[src/rtl/dmem_port_arbiter_pkg.sv]
// rtl/dmem_port_arbiter_pkg.sv - shared types and widths for the data-memory port arbiter
// DMEM_ARB_STATS_EN adds the statistics counter widths.
package dmem_port_arbiter_pkg;

    typedef enum logic [1:0] {
        ST_IDLE  = 2'd0,
        ST_ACC_A = 2'd1,
        ST_ACC_B = 2'd2
    } arb_state_e;

    localparam logic PORT_A = 1'b0;
    localparam logic PORT_B = 1'b1;

    localparam int CNT_W = 4;

`ifdef DMEM_ARB_STATS_EN
    localparam int STAT_W = 16;
    localparam int WAIT_W = 8;
`endif

endpackage

[src/rtl/dmem_arb_rr.sv]
// rtl/dmem_arb_rr.sv - combinational 2-way round-robin picker (bit 0 = port A, bit 1 = port B)
module dmem_arb_rr
    import dmem_port_arbiter_pkg::*;
(
    input  logic [1:0] req,
    input  logic [1:0] mask,
    input  logic       last,
    output logic [1:0] gnt
);

    logic [1:0] elig;

    always_comb begin
        elig = req & ~mask;
        gnt  = elig;
        // On a tie the port that did not win last time goes next.
        if (elig == 2'b11) begin
            gnt = (last == PORT_B) ? 2'b01 : 2'b10;
        end
    end

endmodule

[src/rtl/dmem_port_arbiter.sv]
// rtl/dmem_port_arbiter.sv - two-master sequencer for the single-port data memory
// Define DMEM_ARB_STATS_EN to add a_grants/b_grants/b_wait_max statistics outputs.
module dmem_port_arbiter
    import dmem_port_arbiter_pkg::*;
#(
    parameter int AW      = 32,
    parameter int DW      = 32,
    parameter int MEM_LAT = 1
) (
    input  logic                  clk,
    input  logic                  rst,
    input  logic                  a_req,
    input  logic                  a_we,
    input  logic [AW-1:0]         a_addr,
    input  logic [DW-1:0]         a_wdata,
    output logic                  a_ack,
    output logic [DW-1:0]         a_rdata,
    output logic                  a_stall,
    input  logic                  b_req,
    input  logic                  b_we,
    input  logic [AW-1:0]         b_addr,
    input  logic [DW-1:0]         b_wdata,
    output logic                  b_ack,
    output logic [DW-1:0]         b_rdata,
    output logic                  mem_en,
    output logic                  mem_we,
    output logic [AW-1:0]         mem_addr,
    output logic [DW-1:0]         mem_wdata,
    input  logic [DW-1:0]         mem_rdata,
`ifdef DMEM_ARB_STATS_EN
    output logic [STAT_W-1:0]     a_grants,
    output logic [STAT_W-1:0]     b_grants,
    output logic [WAIT_W-1:0]     b_wait_max,
`endif
    output logic                  busy
);

    localparam logic [CNT_W-1:0] LAT_INIT = CNT_W'(MEM_LAT);

    arb_state_e       state_q, state_d;
    logic [CNT_W-1:0] cnt_q, cnt_d;
    logic             last_q, last_d;
    logic             we_q, we_d;
    logic             a_ack_q, a_ack_d, b_ack_q, b_ack_d;
    logic [DW-1:0]    a_rdata_q, a_rdata_d, b_rdata_q, b_rdata_d;
    logic             mem_en_q, mem_en_d, mem_we_q, mem_we_d;
    logic [AW-1:0]    mem_addr_q, mem_addr_d;
    logic [DW-1:0]    mem_wdata_q, mem_wdata_d;
    logic [1:0]       gnt;
    logic             can_grant;

    // The acked port still shows req high during its ack cycle, so mask it there.
    dmem_arb_rr u_rr (
        .req  ({b_req, a_req}),
        .mask ({b_ack_q, a_ack_q}),
        .last (last_q),
        .gnt  (gnt)
    );

`ifdef DMEM_ARB_STATS_EN
    logic [STAT_W-1:0] a_grants_q, a_grants_d, b_grants_q, b_grants_d;
    logic [WAIT_W-1:0] b_wait_q, b_wait_d, b_wait_max_q, b_wait_max_d;
`endif

    always_comb begin
        state_d     = state_q;
        cnt_d       = cnt_q;
        last_d      = last_q;
        we_d        = we_q;
        a_ack_d     = 1'b0;
        b_ack_d     = 1'b0;
        a_rdata_d   = a_rdata_q;
        b_rdata_d   = b_rdata_q;
        mem_en_d    = 1'b0;
        mem_we_d    = 1'b0;
        mem_addr_d  = mem_addr_q;
        mem_wdata_d = mem_wdata_q;
        can_grant   = (state_q == ST_IDLE) || a_ack_q || b_ack_q;

        if (state_q != ST_IDLE && cnt_q != '0) begin
            cnt_d = cnt_q - 1'b1;
            if (cnt_q == CNT_W'(1)) begin
                if (state_q == ST_ACC_A) begin
                    a_ack_d = 1'b1;
                    if (!we_q) a_rdata_d = mem_rdata;
                end else begin
                    b_ack_d = 1'b1;
                    if (!we_q) b_rdata_d = mem_rdata;
                end
            end
        end

        // Granting from the ack cycle gives back-to-back accesses with no idle bubble.
        if (can_grant) begin
            if (gnt[0]) begin
                state_d     = ST_ACC_A;
                last_d      = PORT_A;
                we_d        = a_we;
                mem_addr_d  = a_addr;
                mem_wdata_d = a_wdata;
            end else if (gnt[1]) begin
                state_d     = ST_ACC_B;
                last_d      = PORT_B;
                we_d        = b_we;
                mem_addr_d  = b_addr;
                mem_wdata_d = b_wdata;
            end else begin
                state_d     = ST_IDLE;
            end
            if (|gnt) begin
                mem_en_d = 1'b1;
                mem_we_d = we_d;
                cnt_d    = LAT_INIT;
            end
        end

`ifdef DMEM_ARB_STATS_EN
        a_grants_d   = a_grants_q;
        b_grants_d   = b_grants_q;
        b_wait_d     = '0;
        b_wait_max_d = b_wait_max_q;
        if (can_grant && gnt[0] && a_grants_q != '1) a_grants_d = a_grants_q + 1'b1;
        if (can_grant && gnt[1] && b_grants_q != '1) b_grants_d = b_grants_q + 1'b1;
        // A B cycle counts as waiting while B asks, is not being served, and is not granted now.
        if (b_req && state_q != ST_ACC_B && !(can_grant && gnt[1])) begin
            b_wait_d = (b_wait_q != '1) ? b_wait_q + 1'b1 : b_wait_q;
            if (b_wait_d > b_wait_max_q) b_wait_max_d = b_wait_d;
        end
`endif
    end

    always_ff @(posedge clk or negedge rst) begin
        if (!rst) begin
            state_q      <= ST_IDLE;
            cnt_q        <= '0;
            last_q       <= PORT_B;
            we_q         <= 1'b0;
            a_ack_q      <= 1'b0;
            b_ack_q      <= 1'b0;
            a_rdata_q    <= '0;
            b_rdata_q    <= '0;
            mem_en_q     <= 1'b0;
            mem_we_q     <= 1'b0;
            mem_addr_q   <= '0;
            mem_wdata_q  <= '0;
`ifdef DMEM_ARB_STATS_EN
            a_grants_q   <= '0;
            b_grants_q   <= '0;
            b_wait_q     <= '0;
            b_wait_max_q <= '0;
`endif
        end else begin
            state_q      <= state_d;
            cnt_q        <= cnt_d;
            last_q       <= last_d;
            we_q         <= we_d;
            a_ack_q      <= a_ack_d;
            b_ack_q      <= b_ack_d;
            a_rdata_q    <= a_rdata_d;
            b_rdata_q    <= b_rdata_d;
            mem_en_q     <= mem_en_d;
            mem_we_q     <= mem_we_d;
            mem_addr_q   <= mem_addr_d;
            mem_wdata_q  <= mem_wdata_d;
`ifdef DMEM_ARB_STATS_EN
            a_grants_q   <= a_grants_d;
            b_grants_q   <= b_grants_d;
            b_wait_q     <= b_wait_d;
            b_wait_max_q <= b_wait_max_d;
`endif
        end
    end

    assign a_ack     = a_ack_q;
    assign b_ack     = b_ack_q;
    assign a_rdata   = a_rdata_q;
    assign b_rdata   = b_rdata_q;
    assign a_stall   = a_req & ~a_ack_q;
    assign mem_en    = mem_en_q;
    assign mem_we    = mem_we_q;
    assign mem_addr  = mem_addr_q;
    assign mem_wdata = mem_wdata_q;
    assign busy      = (state_q != ST_IDLE);
`ifdef DMEM_ARB_STATS_EN
    assign a_grants   = a_grants_q;
    assign b_grants   = b_grants_q;
    assign b_wait_max = b_wait_max_q;
`endif

endmodule
[config.mk]
export PLATFORM = sky130hd
export DESIGN_NAME = dmem_port_arbiter
export DESIGN_NICKNAME = d
export VERILOG_FILES = /design/src/rtl/dmem_port_arbiter_pkg.sv /design/src/rtl/dmem_arb_rr.sv /design/src/rtl/dmem_port_arbiter.sv
export SDC_FILE = /design/constraint.sdc
export NUM_CORES = 1
export LEC_CHECK = 0
export CAP_MARGIN = 20
export CORE_MARGIN = 1
export CORE_UTILIZATION = 44
export DETAILED_ROUTE_END_ITERATION = 8
export HOLD_SLACK_MARGIN = 0.12
export PLACE_DENSITY = 0.87
export SYNTH_ARGS = -nofsm -noshare
export SYNTH_HDL_FRONTEND = slang
export SYNTH_SLANG_ARGS = --single-unit
[constraint.sdc]
create_clock -name clk -period 4.2 [get_ports clk]
set_input_delay 0.63 -clock clk [delete_from_list [all_inputs] [get_ports clk]]
set_output_delay 0.63 -clock clk [all_outputs]
set_load 0.1 [all_outputs]
==> results of run 1 <==
## worst max-delay path, cell delays in order, from the launching register on
cell             delay [ns]
dfrtp_1                0.39
nor2_1                 0.38
inv_1                  0.15
clkdlybuf4s50_1        0.99
## metrics by stage
stage	util, %	hold WS, ns	cells	setup WS, ns	area, µm²
finish	74.1	0.504	893	1.25	9970
global placement	69.2	0.479	859	1.28	9310
floorplan	-	0.334	400	0.988	6140
global route	74.1	0.510	893	1.14	9970
detailed placement	69.2	0.494	859	1.20	9310
CTS	73.8	0.428	891	1.24	9930
## how the worst min path moves through the flow
stage / startpoint / end / slack, ns / depth (start not counted)
floorplan: rst / a_ack / 0.33 / 0
global placement: b_rdata[0] / b_rdata[0] / 0.48 / 1
detailed placement: mem_addr[26] / mem_addr[26] / 0.49 / 1
CTS: rst / a_rdata[6] / 0.43 / 1
global route: b_rdata[31] / b_rdata[31] / 0.51 / 1
finish: mem_addr[14] / mem_addr[14] / 0.50 / 1
## kinds of logic (layout without fill, tap and decap cells)
kind of cell	count (synthesis)	in the layout	share of synthesized area, %
mux	195	195	36.7
compound gates	8	8	0.937
fa+ha+maj	2	2	0.407
xor+xnor	1	1	0.143
simple gates	27	27	2.40
flops	140	140	57.1
buf+inv	27	344	2.36
## cells in the final DEF, fill, tap and decap left out, drive strengths merged, types with 2 or more instances in the layout
| cell | synthesis | routed |
|---|---|---|
| clkinv | 0 | 3 |
| mux2i | 2 | 2 |
| ha | 2 | 2 |
| buf | 20 | 9 |
| nand2 | 5 | 5 |
| inv | 5 | 5 |
| clkbuf | 2 | 23 |
| a21oi | 3 | 3 |
| clkdlybuf4s50 | 0 | 297 |
| nor2b | 5 | 5 |
| dfrtp | 139 | 139 |
| nand3 | 2 | 2 |
| nand3b | 2 | 2 |
| nor2 | 6 | 6 |
| mux2 | 193 | 193 |
| clkinvlp | 0 | 3 |
| bufinv | 0 | 3 |
## registers in the layout, indices dropped and copies added (netlist names)
| signal | flops |
|---|---|
| a_ack | 1 |
| a_rdata | 32 |
| b_ack | 1 |
| b_rdata | 32 |
| cnt_q | 4 |
| last_q | 1 |
| mem_addr | 32 |
| mem_en | 1 |
| mem_wdata | 32 |
| mem_we | 1 |
| state_q | 2 |
| we_q | 1 |
## timing repair
action,CTS,global route
endpoints found under the hold margin,0,19
hold buffers,0,1
setup buffers,0,0
## cells in the mapped netlist (2+ instances only)
master | count | area [µm²]
a21oi_1 | 3 | 15.0
buf_2 | 17 | 85.1
buf_6 | 3 | 33.8
clkbuf_1 | 2 | 7.51
dfrtp_1 | 139 | 3480
ha_1 | 2 | 25.0
inv_1 | 4 | 15.0
mux2_1 | 2 | 22.5
mux2_2 | 175 | 1970
mux2_4 | 16 | 240
mux2i_1 | 2 | 20.0
nand2_1 | 5 | 18.8
nand3_1 | 2 | 10.0
nand3b_1 | 2 | 15.0
nor2_1 | 6 | 22.5
nor2b_1 | 4 | 25.0
## layout make-up
cell class	count	area [µm²]
multi-input cells	233	2500
clock buffers	23	488
inverters	5	18.8
well taps	176	220
fillers	834	3480
repair buffers	307	3100
flip-flops and latches	140	3500
clock inverters	9	135
## metal layers
layer | share of wire (%) | vias up | GRT usage [%]
met5 | 0.10 | - | 0
met4 | 2.1 | 2 | 10.3
met3 | 9.8 | 30 | 10.6
met2 | 52 | 213 | 44.4
met1 | 36 | 2203 | 26.0
li1 | - | 2038 | -
==> impl_metrics.csv, run 1 <==
group,metric,value,unit
run_status,status,"complete, no violations",
timing,finalSetupViolCount,0,
cts,numClockSinks,140,
timing,tns_setup,0,ns
timing,max-slew-margin-rel,26.2,%
worst_setup_path,setup.worst_path.class,"reg2out",
worst_setup_path,timing.critical_path.arrival,2.32,ns
cts,cts_tree,"done",
cts,worst_skew_pair.late_latency,0.41,ns
grt,first_global_vias,5062,
yosys,post_synth_inst_count,400,
timing,final.setup_skew,0.00828,ns
floorplan,fp-row-count,42,
timing,timing.final.hold_violations,0,
detailed_routing,first_iter_violations,139,
detailed_routing,drcViolationCount,0,
floorplan,floorplan.core_area,13500,µm²
worst_setup_path,critical_path.endpoint_type,"primary output",
yosys,yosysSeqAreaShare,57.1,%
detailed_routing,drt_wl_total,17700,µm
worst_setup_path,crit_end,"busy",
grt,overflow,0,
floorplan,die_h,120,µm
worst_setup_path,critical_path.max_fanout,7,
timing,finalCritPeriodShare,70.2,%
detailed_routing,num_vias,4486,
grt,grt_max_degree,119,
timing,grt_setup_unrepaired,"false",
grt,antenna_found_initial,1,
grt,grt_pass1_wl,27200,µm
yosys,async_reset_ff_share,100,%
yosys,synth-seq-cells,140,
floorplan,io-pin-count,300,
grt,grt_util_all_layers,25.1,%
cts,worst_setup_hold_path_clk_slew,0.06,ns
cts,clk_root_buffer_cell,"clkbuf_16",
yosys,post_synth_instance_area,6140,µm²
final_layout,antennaDiodeCount,0,
floorplan,initial_utilization,45.7,%
timing,final.min_clock_period,2.95,ns
final_layout,layout-drive-gt1-share,32.9,%
cts,cts_inserted_buffers,17,
timing,max_clock_freq,339,MHz
worst_setup_path,timing.reg2reg.worst_path_depth,6,
floorplan,chipWidth,120,µm
worst_setup_path,critical_path.startpoint,"state_q[0]",
worst_setup_path,setup.reg_to_reg.worst_slack,1.79,ns
floorplan,die-area,14400,µm²
detailed_routing,routed_wire_length_per_instance,19.8,µm
final_layout,area_growth,62.3,%
cts,h-tree-depth,4,
worst_setup_path,type_of_element_launching_the_critical_path,"flop",
placement,place.gp.congestion,0.811,
cts,max-clock-path-buffers,2,
yosys,ys.warnings.count,0,
placement,place.port_buffers,299,
worst_setup_path,launching_point_of_the_worst_reg2reg_path,"state_q[0]",
yosys,top_ff_cell_synth,"dfrtp_1",
placement,hpwlAfterDp,12700,µm
detailed_routing,drt-vias-per-instance,5.02,
detailed_routing,drtAntennaViolNets,0,
min_path,min-delay-path-class,"reg2reg",
timing,tightestPinTransition,1.10,ns
yosys,avgSynthCellArea,15.4,µm²
final_layout,finalNetCount,872,
cts,count_of_cells_resized_by_post_cts_repair,0,
yosys,netlist-cell-type-count,32,
worst_setup_path,cp_data_required_time,3.57,ns
yosys,synthesis.nets,568,
job,maxCapViolCount,0,
detailed_routing,drt-pass1-iter-count,4,
timing,drv_slew,0,
worst_setup_path,critical_path.reg2reg.endpoint,"mem_addr[6]",
yosys,number_of_enable_type_register_cells_in_the_synthesized_netlist,0,
Power of run 1 is not shown: default switching activity piles up to over one toggle a cycle in this logic, so the estimate is an artifact.
==> run 2: changes to the inputs <==
--- a/config.mk
+++ b/config.mk
@@ -7,10 +7,10 @@
 export LEC_CHECK = 0
 export CAP_MARGIN = 20
 export CORE_MARGIN = 1
-export CORE_UTILIZATION = 44
+export CORE_UTILIZATION = 37
 export DETAILED_ROUTE_END_ITERATION = 8
 export HOLD_SLACK_MARGIN = 0.12
-export PLACE_DENSITY = 0.87
+export PLACE_DENSITY = 0.78
 export SYNTH_ARGS = -nofsm -noshare
 export SYNTH_HDL_FRONTEND = slang
 export SYNTH_SLANG_ARGS = --single-unit
==> constraint.sdc (replaced) <==
create_clock -name clk -period 2.6 [get_ports clk]
set_input_delay 0.39 -clock clk [delete_from_list [all_inputs] [get_ports clk]]
set_output_delay 0.39 -clock clk [all_outputs]
set_load 0.1 [all_outputs]
==> run 2 against run 1 <==
  * Routed wire length is 8.6% lower
  * Die area is 19% higher
  * Setup slack worse by 0.73 ns
  * Design area is 2.2% lower
  * Via count is 1.4% lower
  * Critical path depth is 2 higher
  * Critical path type is now reg2reg
==> impl_metrics.csv, run 2 (synthesis gave the netlist of run 1 again) <==
group,metric,value,unit
final_layout,layout_common_cells,"175 x mux2_2, 164 x clkdlybuf4s50_1, 138 x dfrtp_1, 138 x buf_4, 17 x clkbuf_16",
final_layout,final.fill_count,1209,
grt,overflow,0,
timing,tns_setup,0,ns
worst_setup_path,cp_slowest_cell,"dfrtp_4",
grt,grt_max_degree,63,
detailed_routing,num_vias,4423,
timing,timing.final.hold_violations,0,
timing,grt_setup_unrepaired,"false",
floorplan,chipWidth,131,µm
detailed_routing,drt_wl_total,16200,µm
final_layout,antennaDiodeCount,0,
floorplan,io-pin-count,300,
cts,cts_hold_buffers,1,
cts,count_of_cells_resized_by_post_cts_repair,0,
floorplan,initial_utilization,38.2,%
worst_setup_path,critical_path.endpoint_type,"flop",
run_status,status,"complete, no violations",
worst_setup_path,cp_data_required_time,2.90,ns
timing,max-slew-margin-rel,64.2,%
worst_setup_path,setup.worst_path.class,"reg2reg",
detailed_routing,routed_wire_length_per_instance,17.3,µm
timing,tightestPinTransition,0.537,ns
grt,grt_pass1_wl,23900,µm
cts,cts_tree,"done",
worst_setup_path,type_of_element_launching_the_critical_path,"flop",
cts,worst_setup_hold_path_clk_slew,0.06,ns
timing,final.setup_skew,0.00580,ns
cts,cts_inserted_buffers,17,
floorplan,fp-row-count,46,
detailed_routing,drcViolationCount,0,
final_layout,layout.cells.non_filler,936,
cts,h-tree-depth,4,
timing,finalSetupViolCount,0,
detailed_routing,drtAntennaViolNets,0,
grt,antenna_found_initial,0,
placement,placedCellCount,904,
grt,grt_util_all_layers,18.6,%
cts,numClockSinks,140,
worst_setup_path,critical_path.max_fanout,62,
grt,first_global_vias,4771,
timing,final.min_clock_period,2.08,ns
placement,hpwlAfterDp,11900,µm
cts,post_cts.repair.setup_buffers,0,
timing,drv_slew,0,
floorplan,die_h,131,µm
cts,clk_root_buffer_cell,"clkbuf_16",
detailed_routing,drt-pass1-iter-count,4,
worst_setup_path,critPathMostFrequentCell,"nor2b_4",
worst_setup_path,cp.buffers_inverters,1,
final_layout,finalNetCount,876,
final_layout,finalCoreUtilization,60.7,%
final_layout,finish.instance_area,9750,µm²
placement,place.gp.congestion,0.791,
worst_setup_path,timing.critical_path.max_delay_family,"multiplexers",
placement,placed_area,9130,µm²
final_layout,commonest_non_fill_non_tap_cell_in_the_layout,"mux2_2",
worst_setup_path,timing.critical_path.arrival,2.38,ns
worst_setup_path,worstPathCellList,"nor2b_4 > nor2b_4 > buf_12 > mux2_2 > mux2_4",
final_layout,area_growth,58.7,%
min_path,min-delay-path-class,"reg2reg",
timing,finalCritPeriodShare,79.9,%
timing,max_clock_freq,482,MHz
cts,worst_skew_pair.late_latency,0.41,ns
detailed_routing,first_iter_violations,81,
detailed_routing,drt-vias-per-instance,4.73,
floorplan,die-area,17100,µm²
placement,place.port_buffers,299,
floorplan,floorplan.core_area,16100,µm²
job,maxCapViolCount,0,
worst_setup_path,critical_path.max_stage_delay,0.52,ns
final_layout,layout-drive-gt1-share,51.9,%
cts,max-clock-path-buffers,2,
## run 2: cell types whose count changed in the layout (fill, tap and decap cells not counted), moves of 3 or more
cell	previous run	this run
buf_4	5	138
clkbuf_8	4	1
buf_12	2	7
clkdlybuf4s50_1	297	164
inv_6	0	3
## run 2: path summary, 6_finish.rpt
check | from | end | slack [ns] | depth (start not counted)
max | a_ack | mem_addr[26] | 0.52 | 5
min | b_rdata[0] | b_rdata[0] | 0.50 | 1
max reg2reg | a_ack | mem_addr[26] | 0.52 | 5
min reg2reg | b_rdata[0] | b_rdata[0] | 0.50 | 1
max in group asynchronous | rst | last_q | 1.38 | 3
min in group asynchronous | rst | a_rdata[1] | 0.51 | 2
## run 2: metrics by stage
step           hold WS [ns]  setup WS (ns)
2_1_floorplan        0.0944         0.0248
3_3_place_gp          0.383          0.201
3_5_place_dp          0.394          0.157
4_1_cts               0.502          0.510
5_1_grt               0.517          0.405
6_report              0.504          0.524
## run 2: layer usage
layer  up-vias  GRT usage [%]  routed length, µm
met5         -              0                  0
met2       203           33.2               8300
met4         0           5.75                175
met1      2161           19.2               5970
met3        17           8.79               1720
li1       2042              -                  -
## run 2: layout make-up
cell class                      instances  area, µm²  area share (%)
Sequential cell                       140       3510            36.0
Multi-Input combinational cell        233       2510            25.7
Inverter                                5       18.8           0.193
Timing Repair Buffer                  311       2840            29.1
Tap cell                              216        270            2.77
Clock inverter                         12        163            1.67
Clock buffer                           19        443            4.54
Power of run 2 is left out for the same reason.
